**config.mk**
```make
export PLATFORM = sky130hd
export DESIGN_NAME = universal_shift_reg
export DESIGN_NICKNAME = d
export VERILOG_FILES = /design/src/rtl/shreg_pkg.sv /design/src/rtl/shreg_burst_ctrl.sv /design/src/rtl/universal_shift_reg.sv
export SDC_FILE = /design/constraint.sdc
export NUM_CORES = 1
export LEC_CHECK = 0
export CORE_ASPECT_RATIO = 1.1
export CORE_UTILIZATION = 42
export CTS_CLUSTER_DIAMETER = 120
export CTS_CLUSTER_SIZE = 24
export DETAILED_ROUTE_END_ITERATION = 16
export PLACE_DENSITY = 0.75
export SYNTH_ARGS = -nofsm -noshare
export SYNTH_HDL_FRONTEND = slang
export SYNTH_SLANG_ARGS = --single-unit
```
**constraint.sdc**
```tcl
create_clock -name clk -period 1.3 [get_ports clk]
set_clock_uncertainty 0.05 [all_clocks]
set_input_delay 0.26 -clock clk [delete_from_list [all_inputs] [get_ports clk]]
set_output_delay 0.26 -clock clk [all_outputs]
set_load 0.05 [all_outputs]
```
**src/rtl/shreg_pkg.sv**
```systemverilog
// Shared encodings for the universal shift register:
// single-step modes, burst FSM states and rotate directions.
package shreg_pkg;

  localparam logic [2:0] MODE_HOLD  = 3'b000;
  localparam logic [2:0] MODE_LOAD  = 3'b001;
  localparam logic [2:0] MODE_SHL   = 3'b010;
  localparam logic [2:0] MODE_SHR   = 3'b011;
  localparam logic [2:0] MODE_ROL   = 3'b100;
  localparam logic [2:0] MODE_ROR   = 3'b101;
  localparam logic [2:0] MODE_ASR   = 3'b110;
  localparam logic [2:0] MODE_CLEAR = 3'b111;

  typedef enum logic [1:0] {
    IDLE  = 2'b00,
    SHIFT = 2'b01
  } state_e;

  localparam logic DIR_LEFT  = 1'b0;
  localparam logic DIR_RIGHT = 1'b1;

endpackage

```
**src/rtl/shreg_burst_ctrl.sv**
```systemverilog
// Burst-rotate sequencer: latches direction and length,
// strobes one rotate per cycle and pulses done at the end.
module shreg_burst_ctrl
  import shreg_pkg::*;
#(
  parameter int WIDTH = 8,
  parameter int CW    = $clog2(WIDTH) + 1
) (
  input  logic          clk,
  input  logic          reset,
  input  logic          enable,
  input  logic          start,
  input  logic          dir,
  input  logic [CW-1:0] amt,
  output logic          busy,
  output logic          done,
  output logic          step,
  output logic          step_dir
);

  localparam logic [CW-1:0] AMT_MAX = CW'(WIDTH);

  state_e        state_q, state_d;
  logic [CW-1:0] cnt_q, cnt_d;
  logic          dir_q, dir_d;
  logic          done_q, done_d;
  logic [CW-1:0] amt_c;

  // Lengths beyond WIDTH collapse to one full turn.
  assign amt_c = (amt > AMT_MAX) ? AMT_MAX : amt;

  always_ff @(posedge clk or negedge reset) begin
    if (!reset) begin
      state_q <= IDLE;
      cnt_q   <= '0;
      dir_q   <= DIR_LEFT;
      done_q  <= 1'b0;
    end else begin
      state_q <= state_d;
      cnt_q   <= cnt_d;
      dir_q   <= dir_d;
      done_q  <= done_d;
    end
  end

  always_comb begin
    state_d = state_q;
    cnt_d   = cnt_q;
    dir_d   = dir_q;
    done_d  = 1'b0;
    unique case (state_q)
      IDLE: begin
        if (enable && start) begin
          if (amt_c == '0) begin
            done_d = 1'b1;
          end else begin
            state_d = SHIFT;
            cnt_d   = amt_c;
            dir_d   = dir;
          end
        end
      end
      SHIFT: begin
        cnt_d = cnt_q - 1'b1;
        if (cnt_q == CW'(1)) begin
          state_d = IDLE;
          done_d  = 1'b1;
        end
      end
      default: begin
        state_d = IDLE;
        cnt_d   = '0;
      end
    endcase
  end

  always_comb begin
    busy     = (state_q == SHIFT);
    step     = (state_q == SHIFT);
    step_dir = dir_q;
    done     = done_q;
  end

endmodule

```
**src/rtl/universal_shift_reg.sv**
```systemverilog
// WIDTH-bit register with load, single-step shift/rotate
// modes and a multi-cycle burst-rotate engine.
module universal_shift_reg
  import shreg_pkg::*;
#(
  parameter int               WIDTH     = 8,
  parameter logic [WIDTH-1:0] RESET_VAL = '0
) (
  input  logic                   clk,
  input  logic                   reset,
  input  logic                   enable,
  input  logic [2:0]             mode,
  input  logic [WIDTH-1:0]       D,
  input  logic                   sin_l,
  input  logic                   sin_r,
  input  logic                   start,
  input  logic                   dir,
  input  logic [$clog2(WIDTH):0] amt,
  output logic [WIDTH-1:0]       Q,
  output logic                   sout_msb,
  output logic                   sout_lsb,
  output logic                   zero,
  output logic                   busy,
  output logic                   done
);

  localparam int CW = $clog2(WIDTH) + 1;

  logic [WIDTH-1:0] q_q, q_d;
  logic [WIDTH-1:0] rol, ror;
  logic             step, step_dir;

  shreg_burst_ctrl #(
    .WIDTH (WIDTH),
    .CW    (CW)
  ) u_ctrl (
    .clk      (clk),
    .reset    (reset),
    .enable   (enable),
    .start    (start),
    .dir      (dir),
    .amt      (amt),
    .busy     (busy),
    .done     (done),
    .step     (step),
    .step_dir (step_dir)
  );

  assign rol = {q_q[WIDTH-2:0], q_q[WIDTH-1]};
  assign ror = {q_q[0], q_q[WIDTH-1:1]};

  always_ff @(posedge clk or negedge reset) begin
    if (!reset) q_q <= RESET_VAL;
    else        q_q <= q_d;
  end

  // A running burst owns the datapath; start in idle masks mode.
  always_comb begin
    q_d = q_q;
    if (step) begin
      q_d = (step_dir == DIR_RIGHT) ? ror : rol;
    end else if (enable && !start) begin
      unique case (mode)
        MODE_HOLD:  q_d = q_q;
        MODE_LOAD:  q_d = D;
        MODE_SHL:   q_d = {q_q[WIDTH-2:0], sin_r};
        MODE_SHR:   q_d = {sin_l, q_q[WIDTH-1:1]};
        MODE_ROL:   q_d = rol;
        MODE_ROR:   q_d = ror;
        MODE_ASR:   q_d = {q_q[WIDTH-1], q_q[WIDTH-1:1]};
        MODE_CLEAR: q_d = '0;
      endcase
    end
  end

  assign Q        = q_q;
  assign sout_msb = q_q[WIDTH-1];
  assign sout_lsb = q_q[0];
  assign zero     = (q_q == '0);

endmodule

```
==> results.tsv <==
stage	metric	value	unit
floorplanning	die_y	57.59	um
setup_path	crit_arrival	1.53	ns
cells_and_area	areaGrowthSynthToFinish	88.44	%
timing	hold_viol	0	
yosys	avgSynthCellArea	9.007	um^2
clock_tree	cts_root_buffer	clkbuf_4	
timing	setup_viol	20	
routing	drtAntennaViolNets	0	
yosys	synth_cell_types	38	
timing	drv_slew	0	
power	p_leak	0.9579	nW
yosys	ys_seq_elements	15	
cells_and_area	antenna_cells	0	
routing	routed_wl	4.497	mm
setup_path	cp_num_buf_inv	1	
routing	wire_per_inst	19.14	um
global_route	grt_overflow_total	0	
setup_path	critPathKind	reg2out	
yosys	ys_dominant_reg_cell	dfrtp_1	
floorplanning	initial_core_util	45.53	%
place	dp_cells	215	
clock_tree	clock_path_buffers	2	
routing	viasPerCell	6.251	
global_route	grt_usage	30.43	%
global_route	antenna_found_initial	0	
cells_and_area	drive_above_1_share	53.43	%
setup_path	worstPathRequired	0.99	ns
setup_path	critPathMaxStageDelay	0.54	ns
status	violations	negative setup slack	
place	routabilityCongestion	0.8311	
cells_and_area	final_cells	235	
clock_tree	clock-sinks	15	
min_path	hold_class	in2async	
setup_path	critPathCaptureType	output port	
floorplanning	core_area	2591	um^2
floorplanning	die_w	52.54	um
timing	setup_tns	-3.079	ns
yosys	synth-edff-count	0	
routing	drt_iter0_drc	54	
clock_tree	numCtsBuffers	3	
yosys	syn-num-nets	155	
yosys	synth_cells	131	
global_route	grt_pass1_wl	6.582	mm
routing	vias	1469	
power	ir_drop	1988	uV
cells_and_area	stdcell_area	2223	um^2
yosys	synth_warnings	0	
floorplanning	ios	35	
setup_path	cp.depth	3	
timing	period_minus_slack	1.840	ns
setup_path	reg2reg_depth	6	
yosys	syn_area	1180	um^2
yosys	async_flop_share	100.0	%
global_route	grt_max_degree	16	
setup_path	cp_slowest_cell	or4_4	
timing	setup_ws	-0.5405	ns
global_route	grt_pass1_vias	1382	
floorplanning	num_rows	19	
timing	slew_headroom	78.88	%
timing	period_share	141.6	%
clock_tree	clk_latency	0.30	ns
clock_tree	cts_tree	done	
power	power_density	2503	nW/um^2
setup_path	critPathMaxFanout	2	
setup_path	critical_path.cell_chain	or4_4 -> nor2_4 -> buf_12	
job	cap_violations	0	
routing	drc_errors	0	
place	post_dp_cell_area	1938	um^2
cells_and_area	nets	229	
floorplanning	die_area	3025	um^2
place	numPortBuffers	34	
timing	fmax	543.3	MHz
routing	dr.pass1.iters	4	
place	dp_hpwl	2.805	mm
setup_path	critical-path-top-delay-family	simple AND/OR/NAND/NOR gates	
setup_path	cp-start-kind	flip-flop	
clock_tree	htree_levels	1	
timing	worst_pin_slew	0.3118	ns
yosys	yosysSeqAreaShare	31.81	%
timing	rsz0062_at_grt	yes	
status	status	finished with violations	
clock_tree	clkTransAtPathRegs	0.10	ns
-- synth_stat cells, drive strengths merged, types with 2 or more instances --
master	count	area share (%)
a211oi	2	1.3
a21o	2	1.3
a21oi	5	2.1
a221oi	6	4.5
a2bb2oi	2	1.5
and3b	2	1.5
buf	8	5.1
clkbuf	2	0.64
dfrtp	15	32
ha	2	2.1
inv	5	1.6
mux2	12	11
mux2i	2	1.7
nand2	13	4.1
nand2b	3	1.6
nor2	11	3.5
nor2b	3	1.6
nor3b	2	1.3
o211ai	2	1.3
o21a	5	3.2
o21ai	5	2.1
o311ai	6	4.5
or4	3	1.9
xnor2	2	1.5
-- power by group --
group / internal [mW] / total (mW) / switching [mW] / leakage [nW]
logic: 2.29 / 4.29 / 2.01 / 0.773
clock network: 0.115 / 0.286 / 0.171 / 0.0177
registers: 0.732 / 0.985 / 0.253 / 0.167
total: 3.13 / 5.56 / 2.43 / 0.958
-- placed cells by master, fill, tap and decap left out, drive strengths merged, types with 6 or more instances in the layout --
cell type / Yosys / layout
clkdlybuf4s50: 0 / 12
dfrtp: 15 / 15
nor2: 11 / 11
a221oi: 6 / 6
mux2: 12 / 12
o311ai: 6 / 6
nand2: 13 / 13
buf: 8 / 57
-- worst register-to-register path: stages, from the launching register on --
cell	delay, ns
dfrtp_2	0.43
buf_4	0.14
buf_6	0.11
mux2_4	0.25
a221o_1	0.29
o211ai_1	0.12
a31oi_1	0.12
-- what timing repair did --
action                                 in CTS  in global routing
hold buffers                                0                  0
setup buffers                               9                 11
endpoints found under the hold margin       0                  0
pin swaps                                  11                 12
setup endpoints to repair                  27                 25
gates cloned                                1                  0
resized for setup                          40                 20
-- path summary, 6_finish.rpt --
kind,from,endpoint,slack [ns]
worst max-delay path,Q[3],zero,-0.54
worst min-delay path,reset,Q[2],0.23
worst max register to register,Q[2],Q[1],-0.33
worst min register to register,u_ctrl.cnt_q[3],u_ctrl.cnt_q[3],0.51
max in group asynchronous,reset,Q[7],0.77
min in group clk,amt[3],u_ctrl.cnt_q[3],0.36
-- per-layer routing --
layer | up-vias | share of wire (%) | track usage [%]
met5 | - | 0 | 0
met4 | 0 | 3.9 | 15.41
met3 | 17 | 7.9 | 4.000
met2 | 102 | 50 | 54.43
met1 | 705 | 38 | 34.22
li1 | 645 | - | -
-- cells by family after synthesis --
group,synth area share (%)
AOI/OAI and AO/OA,25.98
xor gates and xnor gates,1.485
adders and majority gates,2.121
buffers and inverters,7.317
DFF,31.81
muxes,13.15
and+or+nand+nor,18.13
-- area by class of cell --
cell class	count	area [um^2]
Inverter	5	22.52
Multi-Input combinational cell	102	884.6
Clock buffer	3	22.52
Fill cell	143	367.9
Sequential cell	15	387.9
Timing Repair Buffer	78	862.1
Tap cell	31	38.79
Clock inverter	1	5.005
-- metrics by stage --
stage	power, mW	worst slack, ns	hold slack [ns]	utilization [%]
3_5_place_dp	4.492	-0.7420	0.5151	74.79
2_1_floorplan	2.953	-0.4103	-0.08559	-
4_1_cts	5.166	-0.5424	0.2290	82.04
3_3_place_gp	4.390	-0.6854	0.4958	74.79
6_report	5.564	-0.5405	0.2289	85.80
5_1_grt	5.810	-0.5837	0.2304	85.80
-- registers in the layout, summed over array words and instances, names as in the netlist --
name / cells
Q: 8
u_ctrl.cnt_q: 4
u_ctrl.done: 1
u_ctrl.state_q: 1
u_ctrl.step_dir: 1
No activity file was read; power rests on OpenSTA's default activity.
